[src/rtl/store_bus_writer.sv]
// Store path to the data-memory write port: lane-aligns SB/SH/SW data, builds byte
// enables, and splits word-crossing stores into two word-aligned valid/ready beats.
module store_bus_writer #(
    parameter int DATA_WIDTH = 32,
    parameter int ADDR_WIDTH = 32
) (
    input  logic                  clk,
    input  logic                  rst_n,
    input  logic                  st_valid,
    output logic                  st_ready,
    input  logic [2:0]            MEM_Funct3,
    input  logic [ADDR_WIDTH-1:0] st_addr,
    input  logic [DATA_WIDTH-1:0] st_wdata,
    output logic                  st_done,
    output logic                  st_err,
    output logic                  st_split,
    output logic                  bus_valid,
    input  logic                  bus_ready,
    output logic [ADDR_WIDTH-1:0] bus_addr,
    output logic [DATA_WIDTH-1:0] bus_wdata,
    output logic [3:0]            bus_be
);

    typedef enum logic [1:0] {IDLE, BEAT0, BEAT1, RESP} state_t;

    state_t                  state_reg;
    logic [ADDR_WIDTH-1:0]   beat1_addr_reg;
    logic [DATA_WIDTH-1:0]   beat1_wdata_reg;
    logic [3:0]              beat1_be_reg;
    logic                    split_reg;

    logic                    legal;
    logic [3:0]              size_mask;
    logic [DATA_WIDTH-1:0]   data_sel;
    logic [2*DATA_WIDTH-1:0] d64;
    logic [7:0]              be8;
    logic [ADDR_WIDTH-1:0]   beat0_addr;
    logic [ADDR_WIDTH-1:0]   beat1_addr;

    // Size decode; data is zero-extended so unused lanes are driven to 0.
    always_comb begin
        legal     = 1'b1;
        size_mask = 4'b0000;
        data_sel  = '0;
        case (MEM_Funct3)
            3'b000: begin
                size_mask = 4'b0001;
                data_sel  = {24'b0, st_wdata[7:0]};
            end
            3'b001: begin
                size_mask = 4'b0011;
                data_sel  = {16'b0, st_wdata[15:0]};
            end
            3'b010: begin
                size_mask = 4'b1111;
                data_sel  = st_wdata;
            end
            default: legal = 1'b0;
        endcase
    end

    assign d64        = {{DATA_WIDTH{1'b0}}, data_sel} << {st_addr[1:0], 3'b000};
    assign be8        = {4'b0000, size_mask} << st_addr[1:0];
    assign beat0_addr = {st_addr[ADDR_WIDTH-1:2], 2'b00};
    // Upper-word address wraps naturally at the top of the address space.
    assign beat1_addr = beat0_addr + ADDR_WIDTH'(4);

    assign st_ready = (state_reg == IDLE);

    always_ff @(posedge clk or negedge rst_n) begin
        if (!rst_n) begin
            state_reg       <= IDLE;
            beat1_addr_reg  <= '0;
            beat1_wdata_reg <= '0;
            beat1_be_reg    <= '0;
            split_reg       <= 1'b0;
            st_done         <= 1'b0;
            st_err          <= 1'b0;
            st_split        <= 1'b0;
            bus_valid       <= 1'b0;
            bus_addr        <= '0;
            bus_wdata       <= '0;
            bus_be          <= '0;
        end else begin
            st_done  <= 1'b0;
            st_err   <= 1'b0;
            st_split <= 1'b0;
            case (state_reg)
                IDLE: begin
                    if (st_valid) begin
                        if (!legal) begin
                            state_reg <= RESP;
                            st_done   <= 1'b1;
                            st_err    <= 1'b1;
                        end else begin
                            state_reg       <= BEAT0;
                            bus_valid       <= 1'b1;
                            bus_addr        <= beat0_addr;
                            bus_wdata       <= d64[DATA_WIDTH-1:0];
                            bus_be          <= be8[3:0];
                            beat1_addr_reg  <= beat1_addr;
                            beat1_wdata_reg <= d64[2*DATA_WIDTH-1:DATA_WIDTH];
                            beat1_be_reg    <= be8[7:4];
                            split_reg       <= |be8[7:4];
                        end
                    end
                end
                BEAT0: begin
                    if (bus_ready) begin
                        if (split_reg) begin
                            state_reg <= BEAT1;
                            bus_addr  <= beat1_addr_reg;
                            bus_wdata <= beat1_wdata_reg;
                            bus_be    <= beat1_be_reg;
                        end else begin
                            state_reg <= RESP;
                            bus_valid <= 1'b0;
                            bus_addr  <= '0;
                            bus_wdata <= '0;
                            bus_be    <= '0;
                            st_done   <= 1'b1;
                        end
                    end
                end
                BEAT1: begin
                    if (bus_ready) begin
                        state_reg <= RESP;
                        bus_valid <= 1'b0;
                        bus_addr  <= '0;
                        bus_wdata <= '0;
                        bus_be    <= '0;
                        st_done   <= 1'b1;
                        st_split  <= 1'b1;
                    end
                end
                RESP: state_reg <= IDLE;
                default: state_reg <= IDLE;
            endcase
        end
    end

endmodule

[config.mk]
export PLATFORM = sky130hd
export DESIGN_NAME = store_bus_writer
export DESIGN_NICKNAME = d
export VERILOG_FILES = /design/src/rtl/store_bus_writer.sv
export SDC_FILE = /design/constraint.sdc
export NUM_CORES = 1
export LEC_CHECK = 0
export ABC_CLOCK_PERIOD_IN_PS = 5940
export CAP_MARGIN = 20
export CORE_MARGIN = 1
export CORE_UTILIZATION = 35
export DETAILED_ROUTE_END_ITERATION = 7
export DONT_BUFFER_PORTS = 1
export PLACE_DENSITY_LB_ADDON = 0.3
export SKIP_LAST_GASP = 1
export SYNTH_ARGS = -nofsm -noshare
export SYNTH_HDL_FRONTEND = slang
export SYNTH_SLANG_ARGS = --single-unit
[constraint.sdc]
create_clock -name clk -period 5.94 [get_ports clk]
set_clock_uncertainty 0.05 [all_clocks]
set_input_delay 0.297 -clock clk [delete_from_list [all_inputs] [get_ports clk]]
set_output_delay 0.297 -clock clk [all_outputs]
set_load 0.02 [all_outputs]
# Yosys cells after proc, flatten, opt, wreduce, memory -nomap -nowiden
# Cells that the tools add are included.
[totals]
regBits = 143
word_cells = 74
[classes]
addsub = 1
eq_ne = 10
mux = 40
n_reduce_logical = 9
n_shift = 2
[op_table]
columns = ["cell", "n"]
rows = [
  ["$mux W32", 9],
  ["$pmux W32 S3", 3],
  ["$shl A32 B5 Y64", 1],
  ["$add A32 B3 Y32 const B", 1],
  ["$pmux W4 S3", 2],
  ["$mux W4", 5],
  ["$mux W1", 14],
  ["$mux W2", 4],
  ["$ne A2 B2 Y1 const B", 4],
  ["$pmux W2 S4", 1],
  ["$shl A4 B2 Y8", 1],
  ["$pmux W1 S3", 2],
  ["$reduce_and A3 Y1", 2],
  ["$reduce_and A6 Y1", 1],
  ["$reduce_and A5 Y1", 1],
  ["$eq A2 B2 Y1 const B", 2],
  ["$reduce_or A4 Y1", 1],
  ["$eq A3 B1 Y1 const B", 1],
  ["$eq A3 B2 Y1 const B", 1],
  ["$logic_not A3 Y1", 1],
  ["$reduce_bool A3 Y1", 1],
  ["$reduce_or A3 Y1", 1],
  ["$eq A2 B1 Y1 const B", 1],
  ["$logic_not A2 Y1", 1],
  ["$ne A2 B1 Y1 const B", 1],
]

# Logic depth before layout (Yosys ltp)
# Gate-level depths: netlist (run 1).
[depth]
depth_word = 6
ltp_mapped = 9
mapped_depth_nobuf = 7

# Worst setup path after synthesis (run 1)
# Ideal clock, no wire load.
[synth_path]
path_type = "register -> register"
from = "reg state_reg[0]"
to = "reg bus_wdata[19]"
setup_ns = 0.077
stages_incl_launch_ff = 10
path_slack_ns = 3.827
arrival_time_ns = 1.986
path_cell_list = "dfrtp_1 inv_1 ha_1 inv_1 o22ai_1 or3_1 buf_4 clkbuf_1 a21oi_1 a21oi_1"
[synth_via]
elab_chain_cells = 3
elab_cells_between_ends = 10
classes_between = "6 x eq/ne; 1 x mux; 3 x reduce/logical"
[synth_rtl]
columns = ["element", "line", "source"]
rows = [
  ["from (decl)", "26", "state_t state_reg;"],
  ["from (signal assigned)", "72", "state_reg <= IDLE;"],
  ["from (signal assigned)", "92", "state_reg <= RESP;"],
  ["from (signal assigned)", "96", "state_reg <= BEAT0;"],
  ["$logic_not A2 Y1 (*)", "n/a", ""],
  ["via st_ready", "10", "output logic st_ready,"],
  ["$ne A2 B1 Y1 (no line), or another cell as far along", "n/a", ""],
  ["$reduce_and A5 Y1 (no line)", "n/a", ""],
  ["to (signal assigned)", "99", "bus_wdata <= d64[DATA_WIDTH-1:0];"],
  ["to (signal assigned)", "113", "bus_wdata <= beat1_wdata_reg;"],
  ["to (decl)", "20", "output logic [DATA_WIDTH-1:0] bus_wdata,"],
]
# The timed path passes the listed nets; every way through them passes the cells marked *.
# A chain may end at the register's enable or synchronous reset.

# Worst setup path after layout (run 1)
[layout_path]
from = "reg state_reg[0]"
to = "reg bus_wdata[30]"
# Same word-level chain as after synthesis.

==> results of run 1 <==
==> cells in the mapped netlist, types with 6 or more instances <==
cell type	instances
a221oi_1	46
nand2b_1	11
a222oi_1	6
and3_1	14
o21ai_0	42
o22ai_1	9
nand3_1	8
a21oi_1	25
a22o_1	22
xor2_1	9
nand2_1	69
nor3_1	8
nor2_1	123
nand4_1	7
xnor2_1	20
buf_6	6
inv_1	10
a31oi_1	12
ha_1	6
mux2i_1	9
clkbuf_1	24
dfrtp_1	130
buf_2	10
==> where the power goes <==
group | switching (mW) | internal, mW
clock | 0.369 | 0.699
sequential | 0.540 | 1.29
combinational | 0.834 | 0.488
total | 1.74 | 2.48
==> per-layer routing <==
| layer | routed length, um | vias up |
|---|---|---|
| met5 | 0 | - |
| met4 | 475 | 0 |
| met3 | 1981 | 40 |
| met2 | 8941 | 224 |
| met1 | 7279 | 2481 |
| li1 | - | 2429 |
==> logic make-up after synthesis <==
logic type / share of synthesized area
compound gates: 0.1971
mux: 0.01394
other cells: 0.0005803
simple gates: 0.1886
fa+ha+maj: 0.01162
flops: 0.5034
buf+inv: 0.04550
xor+xnor: 0.03930
==> worst min-delay path by stage <==
stage / depth (start not counted) / start / to
2_1_floorplan: 0 / rst_n / beat1_addr_reg[10]
3_3_place_gp: 0 / rst_n / bus_addr[8]
3_5_place_dp: 0 / rst_n / bus_addr[8]
4_1_cts: 2 / st_addr[8] / bus_addr[8]
5_1_grt: 2 / st_addr[24] / bus_addr[24]
6_report: 2 / st_addr[24] / bus_addr[24]
==> per-stage QoR <==
stage	util	instance area, um2	worst slack [ns]	total power [mW]	std cells
after CTS	0.4107	7402	3.177	4.250	922
final	0.4122	7430	3.098	4.218	923
after detailed placement	0.3628	6539	3.200	3.135	867
after global placement	0.3628	6539	3.343	3.078	867
after global routing	0.4122	7430	2.927	4.527	923
after floorplan	-	6466	3.827	2.834	683
==> layout make-up <==
class                           instances  area, um2
Fill cell                            1792      10600
Sequential cell                       130       3253
Multi-Input combinational cell        494       2932
Clock buffer                           25      495.5
Timing Repair Buffer                   30      325.3
Tap cell                              229      286.5
Clock inverter                          5      100.1
Inverter                               10      37.54
==> cell usage in the layout (no fill, tap or decap), types with 7 or more instances in the layout <==
cell	Yosys	routed
dfrtp_1	130	130
nor2_1	123	123
nand2_1	69	69
a221oi_1	46	46
o21ai_0	42	42
a21oi_1	25	25
dlygate4sd3_1	0	24
a22o_1	22	22
xnor2_1	20	20
clkbuf_16	0	17
and3_1	14	13
a31oi_1	12	12
nand2b_1	11	11
inv_1	10	10
xor2_1	9	9
mux2i_1	9	9
o22ai_1	9	9
nand4_1	7	7
nor3_1	8	7
nand3_1	8	7
==> summary.md, run 1 <==
| Metric | Value |
|---|---|
| Reg2Reg Depth | `8` |
| Min Tclk post-route | `2.842 ns` |
| Status | `completed` |
| Leakage power | `3.167 nW` |
| Post-route ant nets | `0` |
| Routed vias/inst | `5.606` |
| WS Path Type | `flip-flop to flip-flop` |
| Worst vdd ir | `0.2905 mV` |
| Met3 Resource Use GR | `0.08406` |
| # IOs | `144` |
| Slowest CP cell | `buf_4` |
| Period utilization | `0.4784` |
| Yosys top cell area share | `0.5034` |
| Most area-hungry cell type in the Yosys netlist | `dfrtp_1` |
| Cells after Synth | `682` |
| Synth top area cells | `dfrtp_1 (50%), nor2_1 (7.1%), a221oi_1 (6.2%), nand2_1 (4.0%), o21ai_0 (3.3%)` |
| Synth warnings | `0` |
| Final Hold Vio Count | `0` |
| Most used DFF post-synth | `dfrtp_1` |
| Met1 Track Usage GR | `0.2377` |
| Port bufs | `0` |
| Clock latency at the later pin of the worst-skew pair | `0.42 ns` |
| Die Width | `137.9 um` |
| Core region area | `18,020 um2` |
| Reg2reg end | `bus_wdata[30]` |
| Vias | `5,174` |
| Global-route wire length before repair | `29,310 um` |
| Buffers plus inverters on the worst setup path | `3` |
| Pwr/cell area | `567.8 nW/um2` |
| CTS tree | `built` |
| Starting Density | `0.3585` |
| RSZ-0062 raised after global routing | `no` |
| Worst r2r src | `state_reg[0]` |
| Per-cell routed wire length | `20.24 um` |
| Post-Route WL | `18,680 um` |
| Library cells used by synthesis | `49` |
| Max-cap viol count | `0` |
| Hold_buf cts | `25` |
| Total Neg Setup Slack | `0 ns` |
| EDFF count, synth | `0` |
| DRT iter0 DRCs | `411` |
| Ant diodes | `0` |
| Most common cell on crit path | `inv_1` |
| CP cell instances | `inv_1, ha_1, inv_1, o22ai_1, or3_2, buf_4, nor2_4, a22o_1` |
| Max Fclk | `351.9 MHz` |
| CTS resizes | `0` |
| H-tree depth | `4` |
| Max-slew headroom | `0.3495` |
| Hpwl dp | `12,580 um` |
| GRT Resource Usage Total | `0.2049` |
| Overflow left after global routing | `0` |
| Worst-margin pin slew | `0.9746 ns` |
| Largest register FFs | `32` |
| Fin Hold WS | `0.005351 ns` |
| CP arrival | `3.10 ns` |
| Crit path to | `bus_wdata[30]` |
| Sequential element share of the synthesized area | `0.5034` |
| Final setup vio count | `0` |
| Area Growth Syn to Fin | `14.97%` |
| CP startpoint kind | `flip-flop` |
| Critical path depth | `8` |
| Grt met2 use | `0.3367` |
| Crit-path leading delay family | `buffers and inverters` |
| Maximum number of pins on one net before global-route repair | `131` |
| Die Area | `19,010 um2` |
| Worst reg-to-reg setup slack | `3.10 ns` |
| TritonCTS Buffers | `17` |
| CP max FO | `61` |
| Slew Viols, Final | `0` |
| Flops & latches, synth | `130` |
| Final #Nets | `760` |
| Crit end category | `flip-flop` |
| Vias in the first global route | `5,387` |
| Clock Tree Buf Depth | `2` |
| Gr busiest metal | `met2` |
| Crit-path max cell delay | `0.55 ns` |
| Post-Syn Area per Cell | `9.476 um2` |
| Post-CTS Setup Bufs | `0` |
| Die height | `137.9 um` |
| CP Launch Point | `state_reg[0]` |
| Worst hold path class | `input port to flip-flop` |
| DRC viols | `0` |
| Mapped cell area | `6462 um2` |
| Clock Sinks | `130` |
| FFs w/ async S/R, synth | `1.000` |
| Initial antenna violation count | `0` |
| Placement Rows | `49` |
| Clock transition at path regs | `0.06 ns` |
| Critical path data required time | `6.19 ns` |
| Routability cong. | `0.8650` |
| DRT Pass-1 Iters | `5` |
| Layout cells sized above 1 | `0.07349` |
| Root Driver | `clkbuf_16` |
Power figures use the tool's default switching activity.
==> run 2, diff against run 1 <==
Settings changed: ABC_CLOCK_PERIOD_IN_PS 5940 to 2900.
Clock period 5.94 ns to 2.9 ns, I/O delays scaled along.
==> run 2 against run 1 <==
  * Clock power rose by 83%
  * Fmax rose by 2.7%
  * Largest power group unchanged
  * The flow now finishes with violations (hold timing)
  * Total power rose by 110%
  * Sequential power rose by 100%
  * Sequential share of layout area shrank 2.6 points
  * Register-to-register slack worse by 3.0 ns
  * Cell area rose by 6.4%
  * Wire length grew 9.1%
  * Die area is the same
==> summary.md, run 2 (same netlist as run 1, synthesis figures left out) <==
| Metric | Value |
|---|---|
| Status | `finished with violations` |
| Failing checks | `hold timing` |
| Placed inst area | `6609 um2` |
| Max layer used | `met4` |
| Slowest CP cell | `dlygate4sd3_1` |
| H-tree depth | `4` |
| Max-slew headroom | `0.3222` |
| Final setup vio count | `0` |
| Port bufs | `0` |
| Leakage power | `3.372 nW` |
| Critical path data required time | `3.20 ns` |
| CTS tree | `built` |
| DRC viols | `0` |
| DR WL met3 | `1906 um` |
| Pwr/cell area | `1099 nW/um2` |
| Core region area | `18,020 um2` |
| Crit path to | `bus_wdata[16]` |
| Placed insts | `873` |
| Max-cap viol count | `0` |
| Total Neg Setup Slack | `0 ns` |
| Hpwl dp | `13,030 um` |
| Critical path depth | `7` |
| WS Path Type | `flip-flop to flip-flop` |
| Max Fclk | `361.4 MHz` |
| Period utilization | `0.9541` |
| Vias | `5,566` |
| Routed vias/inst | `5.691` |
| Metal-1 WL | `8559 um` |
| Most common cell on crit path | `a21oi_1` |
| Placement Rows | `49` |
| Finished Core Util | `0.4387` |
| CP arrival | `3.07 ns` |
| Commonest cells after routing, fill and taps aside | `dfrtp_1 (130), nor2_1 (123), dlygate4sd3_1 (75), nand2_1 (69), a221oi_1 (46)` |
| Worst hold path class | `input port to async pin` |
| Worst r2r src | `state_reg[0]` |
| Starting Density | `0.3585` |
| Final worst slack | `0.1332 ns` |
| Final Hold Vio Count | `130` |
| Per-cell routed wire length | `20.83 um` |
| Post-Route WL | `20,370 um` |
| Most common cell after layout, fill and taps aside | `dfrtp_1` |
| CP Launch Point | `state_reg[0]` |
| Fillers | `1,757` |
| Die Width | `137.9 um` |
| Min Tclk post-route | `2.767 ns` |
| DRT iter0 DRCs | `445` |
| Clock transition at path regs | `0.06 ns` |
| Ant diodes | `0` |
| DRT Pass-1 Iters | `5` |
| Maximum number of pins on one net before global-route repair | `131` |
| Tot Pwr | `8.692 mW` |
| Vias in the first global route | `5,633` |
| Routability cong. | `0.8957` |
| Final cell count without fillers | `978` |
| Hold_buf cts | `75` |
| # IOs | `144` |
| Die height | `137.9 um` |
| Post-route ant nets | `0` |
| TritonCTS Buffers | `17` |
| Slew Viols, Final | `0` |
| Final instance area | `7908 um2` |
| Initial antenna violation count | `0` |
| Crit-path max cell delay | `0.56 ns` |
| Clock latency at the later pin of the worst-skew pair | `0.42 ns` |
| Largest register FFs | `32` |
| Metal2 WL | `9517 um` |
| RSZ-0062 raised after global routing | `no` |
| CP cell instances | `inv_1, ha_1, or3_1, nor2_1, a21oi_1, a21oi_1, dlygate4sd3_1` |
| Clock Tree Buf Depth | `2` |
| Global-route wire length before repair | `31,400 um` |
| Worst vdd ir | `0.6985 mV` |
| Final #Nets | `815` |
| GRT Resource Usage Total | `0.2210` |
| Die Area | `19,010 um2` |
| Area Growth Syn to Fin | `22.36%` |
| Crit-path leading delay family | `simple AND/OR/NAND/NOR gates` |
| Clock Sinks | `130` |
| Dpl ws | `0.2503 ns` |
| Reg2reg end | `bus_wdata[16]` |
| Fin Hold WS | `-0.6263 ns` |
| Layout cells sized above 1 | `0.07477` |
| Overflow left after global routing | `0` |
| Reg2Reg Depth | `7` |
| Worst-margin pin slew | `1.016 ns` |
| CP max FO | `6` |
| Crit end category | `flip-flop` |
| CP startpoint kind | `flip-flop` |
| Worst reg-to-reg setup slack | `0.13 ns` |
| Buffers plus inverters on the worst setup path | `2` |
| Root Driver | `clkbuf_16` |
run 2: changes by cell type in the layout (fill, tap and decap cells not counted), moves of 2 or more:
| cell | delta |
|---|---|
| clkinvlp_4 | +2 |
| buf_12 | +2 |
| dlygate4sd3_1 | +51 |
| bufinv_16 | -3 |
| buf_16 | -2 |
| buf_4 | +3 |
run 2: timing repair:
item | 4_1_cts | 5_1_grt
buffers inserted | 0 | 0
setup endpoints to repair | 0 | 2
endpoints found under the hold margin | 246 | 130
resized for setup | 0 | 3
run 2: where the power goes:
| part | switching [mW] | internal [mW] |
|---|---|---|
| Clock | 0.768 | 1.19 |
| Sequential | 1.10 | 2.64 |
| Combinational | 1.82 | 1.17 |
| Total | 3.69 | 5.00 |
run 2: worst min path at each step:
stage / end / start / depth (start not counted) / slack (ns)
5_1_grt: bus_addr[6] / rst_n / 0 / -0.65
3_5_place_dp: bus_addr[9] / rst_n / 0 / -0.20
3_3_place_gp: bus_addr[7] / rst_n / 0 / -0.20
6_report: bus_addr[6] / rst_n / 0 / -0.63
4_1_cts: beat1_addr_reg[10] / rst_n / 0 / -0.64
2_1_floorplan: beat1_addr_reg[10] / rst_n / 0 / -0.20
run 2: layer usage:
metal	up-vias	track usage
met1	2748	0.2760
met2	232	0.3569
li1	2551	-
met3	35	0.07529
met5	-	0
met4	0	0.07126
run 2: worst reg2reg max path, delay by kind of cell, from the launching register on:
| family | cells | cell delay, ns |
|---|---|---|
| AO/OA/AOI/OAI | 2 | 0.30 |
| adder cells (fa/ha/maj) | 1 | 0.33 |
| buffers and inverters | 2 | 0.67 |
| flip-flops | 1 | 0.44 |
| AND/OR/NAND/NOR | 2 | 0.93 |
run 2: layout make-up:
cell class,instances,area [um2],share of cell area
repair buffers,85,854.6,0.1081
well taps,229,286.5,0.03623
flip-flops and latches,130,3253,0.4114
clock buffers,26,509.2,0.06440
inverters,10,37.54,0.004747
multi-input cells,494,2942,0.3720
clock inverters,4,25.02,0.003165
